===== config.mk =====
export PLATFORM = sky130hd
export DESIGN_NAME = testbasic8_source
export DESIGN_NICKNAME = d
export VERILOG_FILES = /design/src/rtl/testbasic8_source_pkg.sv /design/src/rtl/testbasic8_src_fifo.sv /design/src/rtl/testbasic8_source.sv
export SDC_FILE = /design/constraint.sdc
export NUM_CORES = 1
export LEC_CHECK = 0
export ABC_AREA = 0
export CORE_MARGIN = 3
export CORE_UTILIZATION = 55
export DETAILED_ROUTE_END_ITERATION = 12
export PLACE_DENSITY = 0.84
export SLEW_MARGIN = 25
export SYNTH_ARGS = -nofsm -noshare
export SYNTH_HDL_FRONTEND = slang
export SYNTH_SLANG_ARGS = --single-unit

===== constraint.sdc =====
create_clock -name clk -period 5.9 [get_ports clk]
set_input_delay 0.59 -clock clk [delete_from_list [all_inputs] [get_ports clk]]
set_output_delay 0.59 -clock clk [all_outputs]
set_load 0.1 [all_outputs]

===== src/rtl/testbasic8_source_pkg.sv =====
// testbasic8_types: shared state encoding and priming token for the TestBasic8 source
package testbasic8_types;
  typedef enum logic [1:0] {PRIME, IDLE, SEND} src_state_t;
  localparam logic [31:0] SRC_INIT_VALUE = 32'd1337;
endpackage


===== src/rtl/testbasic8_src_fifo.sv =====
// testbasic8_src_fifo: synchronous FIFO with wrap-bit pointers and a combinational head
module testbasic8_src_fifo #(
  parameter int DEPTH = 4,
  parameter int W = 32
) (
  input  logic         clk,
  input  logic         rst,
  input  logic         push,
  input  logic         pop,
  input  logic [W-1:0] din,
  output logic [W-1:0] head,
  output logic         full,
  output logic         empty
);
  localparam int AW = $clog2(DEPTH);
  logic [W-1:0] mem [DEPTH];
  logic [AW:0] wr, rd;
  assign empty = wr == rd;
  assign full = (wr[AW] != rd[AW]) && (wr[AW-1:0] == rd[AW-1:0]);
  assign head = mem[rd[AW-1:0]];
  always_ff @(posedge clk) begin
    if (rst) begin
      wr <= '0;
      rd <= '0;
    end else begin
      if (push) begin
        mem[wr[AW-1:0]] <= din;
        wr <= wr + (AW+1)'(1);
      end
      if (pop) rd <= rd + (AW+1)'(1);
    end
  end
endmodule


===== src/rtl/testbasic8_source.sv =====
// testbasic8_source: primes with INIT_VALUE, then forwards buffered samples over a blocking handshake
module testbasic8_source
  import testbasic8_types::*;
#(
  parameter int DEPTH = 4,
  parameter logic [31:0] INIT_VALUE = SRC_INIT_VALUE,
  parameter int DROP_W = 16
) (
  input  logic              clk,
  input  logic              rst,
  input  logic [31:0]       m_in,
  input  logic              m_in_sync,
  output logic [31:0]       b_out,
  output logic              b_out_notify,
  input  logic              b_out_sync,
  output logic [DROP_W-1:0] drop_count,
  output logic              busy
);
  src_state_t state, nxt;
  logic xfer, idle, pop, bypass, load, push, drop, full, empty;
  logic [31:0] head;
  testbasic8_src_fifo #(.DEPTH(DEPTH), .W(32)) u_fifo (
    .clk(clk), .rst(rst), .push(push), .pop(pop), .din(m_in),
    .head(head), .full(full), .empty(empty)
  );
  // IDLE also drains a sample pushed on the same edge the FIFO ran dry
  always_comb begin
    xfer = b_out_notify && b_out_sync;
    idle = state == IDLE;
    pop = (xfer || idle) && !empty;
    bypass = idle && empty && m_in_sync;
    load = pop || bypass;
    push = m_in_sync && !bypass && (!full || pop);
    drop = m_in_sync && !bypass && full && !pop;
    nxt = load ? SEND : (xfer || idle) ? IDLE : state;
  end
  assign busy = !idle || !empty;
  always_ff @(posedge clk) begin
    if (rst) begin
      state <= PRIME;
      b_out <= INIT_VALUE;
      b_out_notify <= 1'b1;
      drop_count <= '0;
    end else begin
      state <= nxt;
      b_out_notify <= nxt != IDLE;
      if (load) b_out <= bypass ? m_in : head;
      if (drop && !(&drop_count)) drop_count <= drop_count + DROP_W'(1);
    end
  end
endmodule


# ---- Yosys cells after proc, flatten, opt, wreduce, memory -nomap -nowiden
# Memory sizes are Yosys's and may differ from the RTL's. A register that Yosys moved wholly into a read port is not among the register bits.
# Index checks and enable logic that the tools add are counted.
dict set report totals {
  out_inout_bits 50
  ram_bits 128
  elab_cells 44
  in_bits 36
  memories 1
  ff_bits 57
}
dict set report op_classes {
  reduce_logical 21
  addsub 3
  muxes 8
  eq_ne 5
}
# memory depth width read_ports rd_ports_with_merged_regs write_ports line
set memory_table {}
lappend memory_table {u_fifo.mem 4 32 1 1 1 testbasic8_src_fifo.sv:16} ;# logic [W-1:0] mem [DEPTH];
# op n
set ops {}
lappend ops {{$mux W32} 1}
lappend ops {{$add A16 B1 Y16 const B} 1}
lappend ops {{$reduce_and A16 Y1} 1}
lappend ops {{$logic_and A1 B1 Y1} 10}
lappend ops {{$mux W2} 4}
lappend ops {{$add A3 B1 Y3 const B} 2}
lappend ops {{$logic_not A1 Y1} 6}
lappend ops {{$logic_or A1 B1 Y1} 4}
lappend ops {{$eq A3 B3 Y1} 1}
lappend ops {{$mux W1} 3}
lappend ops {{$eq A2 B1 Y1 const B} 1}
lappend ops {{$eq A2 B2 Y1} 1}
lappend ops {{$ne A2 B1 Y1 const B} 1}
lappend ops {{$ne A1 B1 Y1} 1}

# ---- Longest topological paths before layout
# Gate-level depths: netlist of the first run.
dict set report logic_depth {
  depth_word 9
  mapped_depth 7
}

# ---- By module
# From an unflattened synthesis of the first run, not the netlist that was laid out.
dict set report hier_totals {
  hier_cells 521
  area_unflattened_um2 7553.5
}
# module instances area_each_um2 cells_each seq_area_each_um2
set modules_own_cells {}
lappend modules_own_cells {testbasic8_src_fifo 1 5068.6 210 4003.8}
lappend modules_own_cells {testbasic8_source 1 2484.9 311 1021.0}

# ---- Least setup slack after synthesis of the first run
# No wires, ideal clock.
dict set report synth_timing {
  path_type {register -> register}
  from {reg b_out_notify}
  to {mem u_fifo.mem[1][0], enable pin}
  period_less_slack_ns 4.691
  stages_incl_launch_ff 7
  path_buffers 1
  arrival_ns 4.223
  t_required_ns 5.432
  setup_slack_ns 1.209
  path_cell_list {dfxtp_1 > and2_1 > or3_1 > buf_2 > a21oi_1 > nand2b_1 > nor3b_1}
}
dict set report synth_via {
  elab_chain_len 8
}
# element line
set synth_rtl {}
lappend synth_rtl {{from (decl)} testbasic8_source.sv:14} ;# output logic b_out_notify,
lappend synth_rtl {{from (signal assigned)} testbasic8_source.sv:42} ;# b_out_notify <= 1'b1;
lappend synth_rtl {{from (signal assigned)} testbasic8_source.sv:46} ;# b_out_notify <= nxt != IDLE;
lappend synth_rtl {{$logic_and A1 B1 Y1} testbasic8_source.sv:28} ;# xfer = b_out_notify && b_out_sync;
lappend synth_rtl {{$logic_or A1 B1 Y1} testbasic8_source.sv:30} ;# pop = (xfer || idle) && !empty;
lappend synth_rtl {{$logic_and A1 B1 Y1} testbasic8_source.sv:30}
lappend synth_rtl {{$logic_or A1 B1 Y1} testbasic8_source.sv:33} ;# push = m_in_sync && !bypass && (!full || pop);
lappend synth_rtl {{$logic_and A1 B1 Y1} testbasic8_source.sv:33}
lappend synth_rtl {{$mux W1} testbasic8_src_fifo.sv:26} ;# if (push) begin
lappend synth_rtl {{$mux W1} testbasic8_src_fifo.sv:22} ;# if (rst) begin
lappend synth_rtl {{$mux W1 (implied by the code)} testbasic8_src_fifo.sv:27} ;# mem[wr[AW-1:0]] <= din;
lappend synth_rtl {{to (decl)} testbasic8_src_fifo.sv:16}
# No other way between the ends.

# ---- Worst setup path in the final report of the first run
dict set report layout_timing {
  from {in b_out_sync}
  to {mem u_fifo.mem[2][13], enable pin}
}
dict set report layout_via {
  elab_chain_len 8
}
# element line
set layout_rtl {}
lappend layout_rtl {{from (decl)} testbasic8_source.sv:15} ;# input logic b_out_sync,
lappend layout_rtl {{$logic_and A1 B1 Y1} testbasic8_source.sv:28}
lappend layout_rtl {{$logic_or A1 B1 Y1} testbasic8_source.sv:30}
lappend layout_rtl {{$logic_and A1 B1 Y1} testbasic8_source.sv:30}
lappend layout_rtl {{$logic_or A1 B1 Y1} testbasic8_source.sv:33}
lappend layout_rtl {{$logic_and A1 B1 Y1} testbasic8_source.sv:33}
lappend layout_rtl {{$mux W1} testbasic8_src_fifo.sv:26}
lappend layout_rtl {{$mux W1} testbasic8_src_fifo.sv:22}
lappend layout_rtl {{$mux W1 (implied by the code)} testbasic8_src_fifo.sv:27}
# No other way between the ends.

==> results_dict.tcl, run 1 <==
set metrics [dict create \
    status "completed" \
    synthCells 449 \
    synth_top_area_share_pct 53.1 \
    numCtsBuffers 17 \
    start_util_pct 56.9 \
    ys_seq_area_share_pct 69.4 \
    grt_max_degree 49 \
    r2r-end "u_fifo.mem[2][13]" \
    required_ns 5.99 \
    worstSetupPathType "in -> reg" \
    whs_path_depth 2 \
    wl_um 15200 \
    peakVddDrop_uv 443 \
    period_needed_ns 3.05 \
    dr.pass1.iters 5 \
    fin_nets 587 \
    portBuffers 85 \
    rrSetupSlack_ns 2.86 \
    dr_total_vias 4301 \
    grt_antenna_before_repair 0 \
    globalRouteOverflowTotal 0 \
    cts_setup_buffers 0 \
    hold_start "b_out[5]" \
    design_area_mm2 0.00896 \
    critPathMaxFanout 25 \
    hold_end "b_out[5]" \
    first_global_vias 4374 \
    die_area_mm2 0.0146 \
    cpPeakStageDelay_ns 0.70 \
    min_path_type "reg -> reg" \
    drive_above_1_share_pct 16.5 \
    hold_buffers 0 \
    hold_viol 0 \
    antenna_left 0 \
    clock-skew-final_ns 0.0102 \
    startpoint_type "input port" \
    p_leak_nw 2.98 \
    finalCritPeriodShare_pct 51.6 \
    rsz0062_at_grt "no" \
    power_density_mw_per_mm2 476 \
    avgSynthCellArea_um2 16.1 \
    clock_latency_ns 0.43 \
    cp.arrival_ns 3.14 \
    clk_path_buf_depth 2 \
    r2r_start "u_fifo.wr[2]" \
    async_flop_share_pct 0 \
    io_pins 86 \
    synth_edf_count 128 \
    synth_top_cells_by_area "edfxtp_1 (53%), dfxtp_1 (16%), mux4_2 (10%)" \
    drv_slew 0 \
    die_y_um 121 \
    synth_nets 491 \
    coreArea_mm2 0.0127 \
    clkSinkCount 187 \
    critPathCaptureType "flip-flop" \
    fmax_mhz 328 \
    path_clk_slew_ns 0.07 \
    ys_seq_elements 187 \
    ys_warn_count 0 \
    syn2layout_area_growth_pct 23.8 \
    cts-root-buf "clkbuf_16" \
    finalSetupViolations 0 \
    cap_violations 0 \
    worst_pin_slew_ns 0.989 \
    ys_types 43 \
    cts_tree "done" \
    path_cells "clkdlybuf4s50_1 -> and2_1 -> or3_1 -> a21oi_1 -> nand2b_1 -> nor3b_2 -> buf_4" \
    relSlewSlack_pct 33.9 \
    rows 41 \
    die_w_um 121 \
    r2r.worst_path.cells 6 \
    final_util_pct 70.4 \
    fillCellCount 858 \
    diodes 0 \
    ctsResizeCount 0 \
    grt_pass1_wl_um 24000 \
    gp_congestion 0.796 \
    cts-htree-levels 4 \
    synth_ff_type "edfxtp_1" \
    yosys.area.top_type "edfxtp_1" \
    via_per_inst 5.89 \
    synth_area_mm2 0.00724 \
    placedInstanceArea_mm2 0.00834 \
    hpwlAfterDp_um 9580 \
    detail_route.wl_per_cell_um 20.8 \
    fin_setup_tns_ns 0 \
    dr.first_iter.drc_count 376 \
    cp_slowest_cell "nor3b_2" \
    drc 0 \
    grt_usage_pct 21.9 \
]
## critical path: cells and delay by family
family / cells / cell delay (ns)
AO/OA/AOI/OAI: 1 / 0.14
buffers and inverters: 2 / 0.94
AND/OR/NAND/NOR: 4 / 1.46
## cell usage after synthesis (4+ instances only)
| cell type | number |
|---|---|
| nand2b_1 | 5 |
| nand2_1 | 27 |
| and2b_1 | 4 |
| clkbuf_1 | 15 |
| mux4_2 | 32 |
| nand3_1 | 8 |
| inv_1 | 6 |
| a221oi_1 | 6 |
| mux2_2 | 5 |
| ha_1 | 6 |
| edfxtp_1 | 128 |
| xnor2_1 | 7 |
| nand4_1 | 7 |
| a221o_1 | 26 |
| nor2_1 | 27 |
| nor2b_1 | 29 |
| o21ai_0 | 5 |
| a21oi_1 | 5 |
| or4_1 | 5 |
| dfxtp_1 | 59 |
## through the flow
step	instances	hold slack, ns	worst slack [ns]	total power, mW
6_report	730	0.446	2.85	4.27
5_1_grt	730	0.470	2.63	4.42
4_1_cts	730	0.443	2.84	4.30
3_5_place_dp	698	0.432	2.40	3.12
3_3_place_gp	697	0.427	2.58	3.09
2_1_floorplan	449	0.464	1.21	2.77
## routing by layer
| layer | GRT usage (%) | share of wire (%) | wire length [um] | vias up |
|---|---|---|---|---|
| met4 | 7.44 | 1.3 | 203 | 0 |
| met5 | 0 | 0 | 0 | - |
| met1 | 28.2 | 41 | 6230 | 2185 |
| met2 | 36.9 | 52 | 7900 | 144 |
| li1 | - | - | - | 1952 |
| met3 | 5.00 | 5.5 | 829 | 20 |
## final cells by class
cell class / instances / area (um2) / area share (%)
Clock buffer: 21 / 483 / 5.39
Clock inverter: 11 / 131 / 1.47
Inverter: 6 / 22.5 / 0.251
Multi-Input combinational cell: 236 / 2130 / 23.8
Sequential cell: 187 / 5030 / 56.1
Tap cell: 172 / 215 / 2.40
Timing Repair Buffer: 97 / 948 / 10.6
## cells in the final DEF (no fill, tap or decap), types with 3 or more instances in the layout
cell type        synthesis  final
nand3_1                  8      8
nand2_1                 27     27
and2b_1                  4      4
nor4_1                   3      3
inv_1                    6      6
buf_4                    2     11
mux2_2                   5      5
clkbuf_16                0     19
or4_1                    5      5
nor2b_1                 29     28
edfxtp_1               128    128
xnor2_1                  7      7
mux4_2                  32     32
dfxtp_1                 59     58
nand2b_1                 5      4
nor3b_2                  0      3
clkinvlp_4               0      4
a221o_1                 26     26
xor2_1                   3      3
clkdlybuf4s50_1          0     85
nor2_1                  27     27
o21ai_0                  5      5
a221oi_1                 6      6
ha_1                     6      6
a21oi_1                  5      5
nand4_1                  7      7
## power breakdown
part / switching [mW] / total [mW] / internal (mW)
clock network: 0.489 / 1.17 / 0.680
logic: 1.03 / 1.45 / 0.414
registers: 0.0840 / 1.65 / 1.57
total: 1.61 / 4.27 / 2.66
## how the worst max path moves through the flow
| stage | cells after the start | slack [ns] | to | startpoint |
|---|---|---|---|---|
| 6_report | 7 | 2.85 | u_fifo.mem[2][13] | b_out_sync |
| 5_1_grt | 6 | 2.63 | u_fifo.mem[2][3] | u_fifo.wr[2] |
| 4_1_cts | 6 | 2.84 | u_fifo.mem[2][13] | u_fifo.wr[2] |
| 3_5_place_dp | 7 | 2.40 | u_fifo.mem[2][13] | b_out_sync |
| 3_3_place_gp | 7 | 2.58 | u_fifo.mem[2][13] | b_out_sync |
| 2_1_floorplan | 6 | 1.21 | u_fifo.mem[1][0] | b_out_notify |
## kinds of logic (layout without fill, tap and decap cells)
| logic type | Yosys count | count (layout) | synth area share [%] |
|---|---|---|---|
| simple gates | 129 | 129 | 9.61 |
| mux | 39 | 39 | 11.0 |
| flops | 187 | 187 | 69.4 |
| fa+ha+maj | 6 | 6 | 1.04 |
| xor+xnor | 10 | 10 | 1.21 |
| buf+inv | 26 | 135 | 1.49 |
| compound gates | 52 | 52 | 6.19 |
## state kept, by name (all words and copies together), names as in the netlist, named ones only
register	flops
drop_count	16
b_out_notify	1
u_fifo.mem	128
u_fifo.rd	3
state	2
b_out	32
u_fifo.wr	3
Note: power is estimated with default switching activity, not from simulation.
==> inputs of run 2 (changes only) <==
--- a/config.mk
+++ b/config.mk
@@ -7,9 +7,9 @@
 export LEC_CHECK = 0
 export ABC_AREA = 0
 export CORE_MARGIN = 3
-export CORE_UTILIZATION = 55
+export CORE_UTILIZATION = 50
 export DETAILED_ROUTE_END_ITERATION = 12
-export PLACE_DENSITY = 0.84
+export PLACE_DENSITY = 0.8
 export SLEW_MARGIN = 25
 export SYNTH_ARGS = -nofsm -noshare
 export SYNTH_HDL_FRONTEND = slang
==> constraint.sdc (replaced) <==
create_clock -name clk -period 2.8 [get_ports clk]
set_input_delay 0.28 -clock clk [delete_from_list [all_inputs] [get_ports clk]]
set_output_delay 0.28 -clock clk [all_outputs]
set_load 0.1 [all_outputs]
==> run 2 against run 1 <==
Against the previous run: clock power increased by 99%; final cell count increased by 1.5%; cell area fell by 0.74%; combinational power increased by 110%; count of clock-buffer cells in the layout decreased by 4; via count up 0.70%; hold slack lost 0.088 ns; utilization decreased by 7.1 points; non-clock buffer count rose by 3; register-to-register slack worse by 2.6 ns; global-route usage decreased by 3.2 points; highest routed layer is now met5.
==> results_dict.tcl, run 2 (synthesis results as in run 1) <==
set metrics [dict create \
    clkSinkCount 187 \
    fin_nets 590 \
    critPathMaxFanout 23 \
    cts-root-buf "clkbuf_16" \
    hold_buffers 0 \
    routed-wl-met3_um 931 \
    critPathCaptureType "flip-flop" \
    ctsResizeCount 0 \
    syn2layout_area_growth_pct 22.9 \
    cp_num_buf_inv 2 \
    grt_pass1_wl_um 23100 \
    top_layer_used "met5" \
    seq_area_mm2 0.00503 \
    drv_slew 0 \
    relSlewSlack_pct 40.0 \
    die_y_um 126 \
    final_util_pct 63.3 \
    path_clk_slew_ns 0.06 \
    dr.first_iter.drc_count 333 \
    worst_pin_slew_ns 0.899 \
    start_util_pct 51.5 \
    peakVddDrop_uv 799 \
    cp_slowest_cell "nor3b_4" \
    cpPeakStageDelay_ns 0.53 \
    detail_route.wl_per_cell_um 19.5 \
    multi_input_area_mm2 0.00216 \
    hpwlAfterDp_um 9300 \
    final_cell_mix "edfxtp_1 (128), buf_4 (61), dfxtp_1 (54), clkdlybuf4s50_1 (34), mux4_2 (32)" \
    fin_ws_ns 0.290 \
    placedInstanceArea_mm2 0.00832 \
    diodes 0 \
    pre_cts_ws_ns 0.153 \
    rsz0062_at_grt "no" \
    p_leak_nw 3.08 \
    io_pins 86 \
    grt_usage_pct 18.7 \
    dr_total_vias 4331 \
    hold_viol 0 \
    cp.arrival_ns 2.63 \
    required_ns 2.92 \
    die_area_mm2 0.0160 \
    cts-htree-levels 4 \
    cts_setup_buffers 0 \
    cap_violations 0 \
    via_per_inst 5.84 \
    cts_tree "done" \
    grt_max_degree 33 \
    drive_above_1_share_pct 26.6 \
    largest_reg_flops 128 \
    status "completed" \
    portBuffers 85 \
    finalCritPeriodShare_pct 89.6 \
    die_w_um 126 \
    wl_met2_um 7040 \
    grt_antenna_before_repair 1 \
    power_density_mw_per_mm2 995 \
    final_common_cell "edfxtp_1" \
    startpoint_type "flip-flop" \
    first_global_vias 4343 \
    path_cells "xnor2_1 -> or3_1 -> a21oi_1 -> nand2b_1 -> buf_4 -> nor3b_4 -> buf_12" \
    gp_congestion 0.817 \
    fmax_mhz 398 \
    fillCellCount 992 \
    coreArea_mm2 0.0140 \
    worst_hold_slack_ns 0.358 \
    globalRouteOverflowTotal 0 \
    rows 43 \
    crit_family "simple AND/OR/NAND/NOR gates" \
    numCtsBuffers 17 \
    worstSetupPathType "reg -> reg" \
    period_needed_ns 2.51 \
    antenna_left 0 \
    drc 0 \
    clock-skew-final_ns 0.0154 \
    fin_setup_tns_ns 0 \
    clock_latency_ns 0.43 \
    clk_path_buf_depth 2 \
    finalSetupViolations 0 \
    dr.pass1.iters 7 \
    wl_met1_um 6250 \
    min_path_type "in -> reg" \
    design_area_mm2 0.00889 \
    wl_um 14400 \
]
==> run 2: changes by cell type in the layout (fill, tap and decap cells not counted), sizes merged <==
cell,previous run,this run
clkinv,2,6
clkbuf,21,17
clkdlybuf4s50,85,34
buf,12,66
==> run 2: worst register-to-register path, delay by kind of cell, from the launching register on <==
family | cells | cell delay [ns]
and+or+nand+nor | 3 | 0.90
DFF | 1 | 0.33
xor gates and xnor gates | 1 | 0.44
AOI/OAI and AO/OA | 1 | 0.10
buffers and inverters | 2 | 0.45
==> run 2: area by class of cell <==
| type | instances | share of cell area (%) |
|---|---|---|
| repair buffers | 100 | 9.93 |
| inverters | 6 | 0.253 |
| well taps | 180 | 2.53 |
| clock inverters | 15 | 1.66 |
| clock buffers | 17 | 4.78 |
| flip-flops and latches | 187 | 56.6 |
| multi-input cells | 236 | 24.3 |
==> run 2: metal layers <==
| layer | global-route usage (%) | up-vias |
|---|---|---|
| met5 | 0 | - |
| met3 | 5.98 | 19 |
| met1 | 25.7 | 2185 |
| met4 | 5.93 | 2 |
| li1 | - | 1961 |
| met2 | 28.9 | 164 |
==> run 2: final timing paths <==
path	start	slack, ns	end	cells past startpoint
setup / recovery	u_fifo.wr[2]	0.29	u_fifo.mem[2][25]	7
hold / removal	rst	0.36	u_fifo.rd[1]	2
setup reg to reg	u_fifo.wr[2]	0.29	u_fifo.mem[2][25]	7
hold reg to reg	b_out[8]	0.44	b_out[8]	2
==> run 2: power breakdown <==
part | total, mW | switching (mW) | internal [mW]
Combinational | 2.99 | 2.14 | 0.847
Clock | 2.33 | 1.01 | 1.31
Sequential | 3.53 | 0.232 | 3.30
Total | 8.85 | 3.39 | 5.46
==> run 2: through the flow <==
stage	cells	power, mW
floorplan	449	5.85
global placement	709	6.52
detailed placement	709	6.59
CTS	741	8.91
global route	741	9.18
finish	741	8.85
==> inputs of run 3 (changes only) <==
--- a/config.mk
+++ b/config.mk
@@ -7,9 +7,9 @@
 export LEC_CHECK = 0
 export ABC_AREA = 0
 export CORE_MARGIN = 3
-export CORE_UTILIZATION = 50
+export CORE_UTILIZATION = 58
 export DETAILED_ROUTE_END_ITERATION = 12
-export PLACE_DENSITY = 0.8
+export PLACE_DENSITY = 0.87
 export SLEW_MARGIN = 25
 export SYNTH_ARGS = -nofsm -noshare
 export SYNTH_HDL_FRONTEND = slang
==> constraint.sdc (replaced) <==
create_clock -name clk -period 3.1 [get_ports clk]
set_input_delay 0.31 -clock clk [delete_from_list [all_inputs] [get_ports clk]]
set_output_delay 0.31 -clock clk [all_outputs]
set_load 0.1 [all_outputs]
==> run 3 against run 2 <==
Against the previous run: clock power down 4%; register-to-register slack better by 0.11 ns; hold slack better by 0.0098 ns; first-iteration DRC count up 4.5%; via count up 1.4%; utilization up 11 points; sequential cell count unchanged; critical path type unchanged; critical path depth down 1; largest power group unchanged; non-clock buffer count down 3; global-route usage up 4.6 points; clock skew down 0.0066 ns; count of clock-buffer cells in the layout up 1.
==> results_dict.tcl, run 3 (synthesis results as in run 1) <==
set metrics [dict create \
    relSlewSlack_pct 33.1 \
    clkSinkCount 187 \
    portBuffers 85 \
    cts_setup_buffers 0 \
    fmax_mhz 370 \
    grt_pass1_wl_um 24600 \
    die_w_um 118 \
    syn2layout_area_growth_pct 23.7 \
    dr.first_iter.drc_count 348 \
    cts-htree-levels 4 \
    cts-root-buf "clkbuf_16" \
    peakVddDrop_uv 539 \
    cp.arrival_ns 2.83 \
    cpPeakStageDelay_ns 0.68 \
    finalSetupViolations 0 \
    final_util_pct 73.9 \
    clock-skew-final_ns 0.00883 \
    final_common_cell "edfxtp_1" \
    antenna_left 0 \
    fillCellCount 751 \
    rows 40 \
    clk_path_buf_depth 2 \
    hold_viol 0 \
    clock_latency_ns 0.43 \
    worstSetupPathType "reg -> reg" \
    gp_congestion 0.813 \
    rrSetupSlack_ns 0.40 \
    worst_hold_slack_ns 0.368 \
    critPathCaptureType "flip-flop" \
    detail_route.wl_per_cell_um 21.3 \
    finalCritPeriodShare_pct 87.2 \
    cp_slowest_cell "nor3b_4" \
    drive_above_1_share_pct 17.9 \
    grt_antenna_before_repair 0 \
    power_density_mw_per_mm2 914 \
    diodes 0 \
    min_path_type "in -> reg" \
    status "completed" \
    fin_nets 587 \
    period_needed_ns 2.70 \
    io_pins 86 \
    drc 0 \
    worst_pin_slew_ns 1.00 \
    path_cells "xnor2_1 -> or3_1 -> a21oi_1 -> nand2b_1 -> nor3b_4 -> buf_12" \
    final_cell_mix "edfxtp_1 (128), clkdlybuf4s50_1 (76), dfxtp_1 (56), mux4_2 (32), nor2b_1 (28)" \
    critPathMaxFanout 20 \
    grt_usage_pct 23.3 \
    fin_setup_tns_ns 0 \
    wl_um 15500 \
    first_global_vias 4506 \
    die_y_um 118 \
    hold_buffers 0 \
    dr_total_vias 4393 \
    p_leak_nw 3.02 \
    coreArea_mm2 0.0121 \
    die_area_mm2 0.0139 \
    hpwlAfterDp_um 9490 \
    dr.pass1.iters 5 \
    startpoint_type "flip-flop" \
    globalRouteOverflowTotal 0 \
    ctsResizeCount 0 \
    rsz0062_at_grt "no" \
    required_ns 3.23 \
    drv_slew 0 \
    start_util_pct 59.7 \
    cap_violations 0 \
    numCtsBuffers 17 \
    grt_max_degree 33 \
    path_clk_slew_ns 0.07 \
    via_per_inst 6.05 \
    cts_tree "done" \
    largest_reg_flops 128 \
]
run 3: per-stage QoR:
step | instances | total power, mW | worst slack [ns] | instance area [um2]
global placement | 694 | 5.92 | 0.336 | 8350
global route | 726 | 8.44 | 0.246 | 8950
detailed placement | 694 | 6.00 | 0.277 | 8350
finish | 726 | 8.19 | 0.398 | 8950
floorplan | 449 | 5.29 | 0.160 | 7280
CTS | 726 | 8.22 | 0.425 | 8950
run 3: layout make-up:
cell class	count	area (um2)	area share, %
clock buffers	18	429	4.79
clock inverters	14	178	1.98
inverters	6	22.5	0.252
multi-input cells	236	2160	24.1
flip-flops and latches	187	5030	56.2
well taps	168	210	2.35
repair buffers	97	928	10.4
run 3: worst paths after layout:
| path | from | endpoint | depth (start not counted) |
|---|---|---|---|
| worst max-delay path | u_fifo.wr[2] | u_fifo.mem[2][17] | 6 |
| worst min-delay path | rst | drop_count[4] | 2 |
| worst max register to register | u_fifo.wr[2] | u_fifo.mem[2][17] | 6 |
| worst min register to register | b_out[8] | b_out[8] | 2 |
run 3: worst max-delay path, delay by kind of cell, from the launching register on:
family / cells / cell delay, ns
flops: 1 / 0.33
compound gates: 1 / 0.15
xor+xnor: 1 / 0.43
simple gates: 3 / 1.21
buf+inv: 1 / 0.26
run 3: layer usage:
metal	global-route usage, %	vias to the layer above	routed length, um
met5	0	-	0
met4	9.74	0	393
met3	6.20	31	960
met2	38.8	188	7890
met1	29.1	2216	6210
li1	-	1958	-
run 3: power breakdown:
part           switching, mW  leakage, nW  internal, mW
registers              0.197         1.64          2.98
clock network          0.895        0.300          1.34
logic                   1.97         1.08         0.808
==> variant 1: new RTL, config.mk and constraints of run 2 <==
Register the output `drop_count` once more, without a reset; this adds one clock of latency there. The other outputs are not delayed to match.
--- a/src/rtl/testbasic8_source.sv
+++ b/src/rtl/testbasic8_source.sv
@@ -16,6 +16,8 @@
   output logic [DROP_W-1:0] drop_count,
   output logic              busy
 );
+
+  logic [DROP_W-1:0] drop_count_s0;
   src_state_t state, nxt;
   logic xfer, idle, pop, bypass, load, push, drop, full, empty;
   logic [31:0] head;
@@ -40,13 +42,17 @@
       state <= PRIME;
       b_out <= INIT_VALUE;
       b_out_notify <= 1'b1;
-      drop_count <= '0;
+      drop_count_s0 <= '0;
     end else begin
       state <= nxt;
       b_out_notify <= nxt != IDLE;
       if (load) b_out <= bypass ? m_in : head;
-      if (drop && !(&drop_count)) drop_count <= drop_count + DROP_W'(1);
+      if (drop && !(&drop_count_s0)) drop_count_s0 <= drop_count_s0 + DROP_W'(1);
     end
   end
+  always_ff @(posedge clk) begin
+    drop_count <= drop_count_s0;
+  end
+
 endmodule
 
Function: changed (a bounded check fails within 10 cycles, from zero or initial values and one cycle with rst high).
==> variant 1 against run 2 <==
Fmax up 13%. Worst setup slack better by 0.29 ns. Design area up 4.9%. Highest routed layer is now met4. Power up 6.8%. Synthesized area up 4.6%. Wire length up 4.2%. Sequential cell count up 16. Sequential share of layout area up 0.77 points.
==> variant 1: results (changes against run 2) <==
GRT
  – First-pass GRT wire length: 24100 microns (+4.3%)
  – Pin count of the biggest net entering global routing: 28 (-15%)
  – All-Layer GR Usage: 18.3% (-0.39 points)
  – Initial antenna violation count: 0 (-1)

Layout
  – Share of layout cells above drive strength 1: 24.8% (-1.8 points)
  – # nets final: 612 (+3.7%)
  – Fill cells: 1033 (+4.1%)

Critical path
  – R2R cell count: 6 (-1)
  – Worst setup path end: u_fifo.mem[3][11]$_DFFE_PP_
  – Critical path data arrival time: 2.38 ns (-0.25 ns)
  – R2R Path Start: u_fifo.wr[0]$_SDFFE_PP0P_
  – Slowest CP cell: dfxtp_1
  – Max FO, Critical Path: 16 (-30%)
  – Slack of the worst reg-to-reg path: 0.58 ns (+0.29 ns)

Yosys
  – Synth cell count leaders: 128 x edfxtp_1, 75 x dfxtp_1, 32 x mux4_2, 30 x nor2b_1, 26 x nand2_1
  – Post-synth cell types: 42 (-2.3%)
  – Total nets after synthesis: 505 (+2.9%)
  – Post-synthesis sequential area ratio: 70.6% (+1.2 points)
  – Top post-synthesis cells by area: edfxtp_1 51%, dfxtp_1 20%, mux4_2 9.5%

Placement
  – GP Congestion: 0.796 (-2.5%)
  – Cell area after placement: 0.00866 sq mm (+4.1%)
  – Hpwl dp: 9780 microns (+5.2%)

Timing
  – Slew headroom: 51.2% (+11 points)

Clock tree
  – H-tree depth: 1 (-3)
  – TritonCTS buffer count: 21 (+4)
  – Clock latency on the worst-skew pair: 0.49 ns (+0.06 ns)
  – Max Root-Sink Buffers: 3 (+1)

Pwr
  – Peak VDD IR: 736 uV (-7.8%)
  – P_leak: 3.24 nW (+5.1%)

Min path
  – Hold Path Class: reg -> reg
  – Hold depth: 0 (-2)

Route
  – Initial DRC Count: 355 (+6.6%)
  – DRT Pass-1 Iters: 4 (-3)
  – Final wirelength: 15000 microns (+4.2%)
  – Via density: 5.79 (-0.95%)

Status
  – Outcome: finished clean
-- variant 1: report_power, final --
part           leakage, nW  internal [W]  switching [W]  total (W)
sequential            1.77       0.00353       0.000198    0.00373
clock                0.325       0.00156        0.00106    0.00262
combinational         1.14      0.000888        0.00221    0.00310
total                 3.24       0.00598        0.00347    0.00945
-- variant 1: cell type report --
| cell class | instances | share of cell area (%) |
|---|---|---|
| sequential | 203 | 57.4 |
| multi-input combinational | 236 | 23.3 |
| timing repair buffer | 104 | 9.58 |
| clock buffer | 33 | 6.79 |
| tap | 184 | 2.47 |
| clock inverter | 5 | 0.335 |
| inverter | 4 | 0.161 |
-- variant 1: worst register-to-register path, delay by kind of cell (launching register included) --
kind	cells	cell delay (ns)
XOR/XNOR	1	0.16
AO/OA/AOI/OAI	1	0.08
AND/OR/NAND/NOR	3	0.83
buffers and inverters	1	0.30
flip-flops	1	0.52
-- variant 1: stage by stage --
stage	cells	power [W]	utilization, %	hold WS (ns)	setup slack (ns)
2_1_floorplan	463	0.00615	-	0.356	0.138
3_3_place_gp	731	0.00683	59.2	0.369	0.367
3_5_place_dp	731	0.00690	59.2	0.371	0.318
4_1_cts	769	0.00953	63.7	0.377	0.549
5_1_grt	769	0.00981	63.7	0.399	0.444
6_report	769	0.00945	63.7	0.377	0.576
-- variant 1: logic make-up after synthesis --
kind of cell,synth area share (%)
and+or+nand+nor,8.94
adders and majority gates,0.992
buffers and inverters,1.34
xor gates and xnor gates,1.54
DFF,70.6
AOI/OAI and AO/OA,6.48
muxes,10.1
-- variant 1: metal layers --
metal / part of all wire (%) / global-route usage (%) / vias up
li1: - / - / 2044
met1: 42 / 24.4 / 2259
met2: 51 / 31.6 / 129
met3: 4.6 / 3.13 / 20
met4: 1.9 / 4.51 / 0
met5: 0 / 0 / -
-- variant 1: worst min path at each step --
| stage | from | slack, ns | end |
|---|---|---|---|
| 4_1_cts | drop_count_s0[9]$_SDFFE_PP0P_ | 0.38 | drop_count[9]$_DFF_P_ |
| 6_report | drop_count_s0[9]$_SDFFE_PP0P_ | 0.38 | drop_count[9]$_DFF_P_ |
| 3_3_place_gp | drop_count_s0[9]$_SDFFE_PP0P_ | 0.37 | drop_count[9]$_DFF_P_ |
| 5_1_grt | drop_count_s0[9]$_SDFFE_PP0P_ | 0.40 | drop_count[9]$_DFF_P_ |
| 3_5_place_dp | drop_count_s0[9]$_SDFFE_PP0P_ | 0.37 | drop_count[9]$_DFF_P_ |
| 2_1_floorplan | drop_count_s0[13]$_SDFFE_PP0P_ | 0.36 | drop_count[13]$_DFF_P_ |
==> variant 2: new RTL, flow settings as in run 2 <==
Made on the original files. `DEPTH` is set to 4 in 2 places; all go to 8.
--- a/src/rtl/testbasic8_src_fifo.sv
+++ b/src/rtl/testbasic8_src_fifo.sv
@@ -1,6 +1,6 @@
 // testbasic8_src_fifo: synchronous FIFO with wrap-bit pointers and a combinational head
 module testbasic8_src_fifo #(
-  parameter int DEPTH = 4,
+  parameter int DEPTH = 8,
   parameter int W = 32
 ) (
   input  logic         clk,
--- a/src/rtl/testbasic8_source.sv
+++ b/src/rtl/testbasic8_source.sv
@@ -2,7 +2,7 @@
 module testbasic8_source
   import testbasic8_types::*;
 #(
-  parameter int DEPTH = 4,
+  parameter int DEPTH = 8,
   parameter logic [31:0] INIT_VALUE = SRC_INIT_VALUE,
   parameter int DROP_W = 16
 ) (
Formal check against the unedited RTL: not equivalent (a bounded check fails within 10 cycles, from zero or initial values and one cycle with rst high).
==> variant 2 against run 2 <==
Die area rose by 68%. First-iteration DRC count is 44% higher. Sequential cell count up 131. Clock power grew 92%. Synthesized area rose by 72%. Worst setup slack improved by 0.24 ns. Design area increased by 68%. Wire length up 72%. Sequential power is 59% higher. Critical path depth shrank 1. Power is 52% higher. Largest cell class unchanged. Highest routed layer is now met4.
==> variant 2: results (changes against run 2) <==
Status
  – Outcome: finished clean

GRT
  – All-Layer GR Usage: 19.1% (+0.39 points)
  – Pin count of the biggest net entering global routing: 66 (+100%)
  – First-pass GRT wire length: 39200 microns (+70%)
  – Number of global-route vias before repair: 6920 (+59%)
  – Initial antenna violation count: 0 (-1)

Layout
  – # nets final: 849 (+44%)
  – Inverters: 3 (-3)
  – Non-clock buffers, area share: 7.21% (-2.7 points)
  – Clkbuf count: 48 (+31)
  – Comb_multi_in: 337 (+43%)
  – Sequential standard cell area: 0.00894 sq mm (+78%)

Min path
  – Hold depth: 3 (+1)

Yosys
  – Mux cell area share after synthesis: 15.8% (+4.8 points)
  – Post-Synth Adder-Cell Area: 0.302% (-0.74 points)
  – Synthesized flop and latch total: 318 (+70%)
  – Compound-Gate Fraction of Synth Area: 4.39% (-1.8 points)
  – Cells after synthesis: 701 (+56%)
  – Post-synthesis sequential area ratio: 71.9% (+2.5 points)
  – Synth cell count leaders: 256 x edfxtp_1, 64 x mux4_2, 62 x dfxtp_1, 42 x a21oi_1, 38 x mux2_2
  – Top post-synthesis cells by area: edfxtp_1 62%, mux4_2 12%, dfxtp_1 10%

Route
  – DRT Pass-1 Iters: 5 (-2)
  – Initial DRC Count: 478 (+44%)
  – Via density: 5.77 (-1.2%)

Pwr
  – Peak VDD IR: 752 uV (-5.8%)
  – P_leak: 4.84 nW (+57%)
  – Sw frac: 31.9% (-6.4 points)

Timing
  – Setup ws final: 0.535 ns (+0.245 ns)
  – Fin Hold WS: 0.264 ns (-0.0946 ns)

Clock tree
  – Clock latency on the worst-skew pair: 0.51 ns (+0.08 ns)
  – Max Root-Sink Buffers: 3 (+1)
  – TritonCTS buffer count: 34 (+17)

Critical path
  – Critical path data arrival time: 2.46 ns (-0.17 ns)
  – CP peak stage delay: 0.57 ns (+0.04 ns)
  – Slowest CP cell: dfxtp_1
  – R2R cell count: 6 (-1)

Placement
  – Cell area after placement: 0.0138 sq mm (+66%)
  – Hpwl dp: 14600 microns (+57%)
  – Placed Instances: 1098 (+55%)
==> variant 2: cell count changes after synthesis, moves of 8 or more <==
cell,delta
mux4_2,+32
a22oi_1,+25
buf_2,+15
edfxtp_1,+128
nor2b_1,-21
a21oi_1,+37
a221o_1,-26
nand2_1,+8
o21ai_0,+10
mux2_2,+33
==> variant 2: power groups by stage <==
stage                     clock [W]  combinational, W  sequential [W]
after detailed placement          0           0.00337         0.00572
after CTS                   0.00455           0.00338         0.00563
after global placement            0           0.00333         0.00571
after global routing        0.00473           0.00354         0.00566
final                       0.00447           0.00336         0.00562
after floorplan                   0           0.00128         0.00697
==> variant 2: metal layers <==
layer  global-route usage (%)  wire length (microns)  vias up
met5                        0                      0        -
met4                     6.57                    631        0
met3                     2.92                   1270       50
met2                     31.3                  12300      201
met1                     26.5                  10700     3420
li1                         -                      -     3021
==> variant 2: worst min-delay path, stage by stage <==
cell and delay (ns):
buf_2 0.19, nor2_1 0.11, mux2_2 0.14
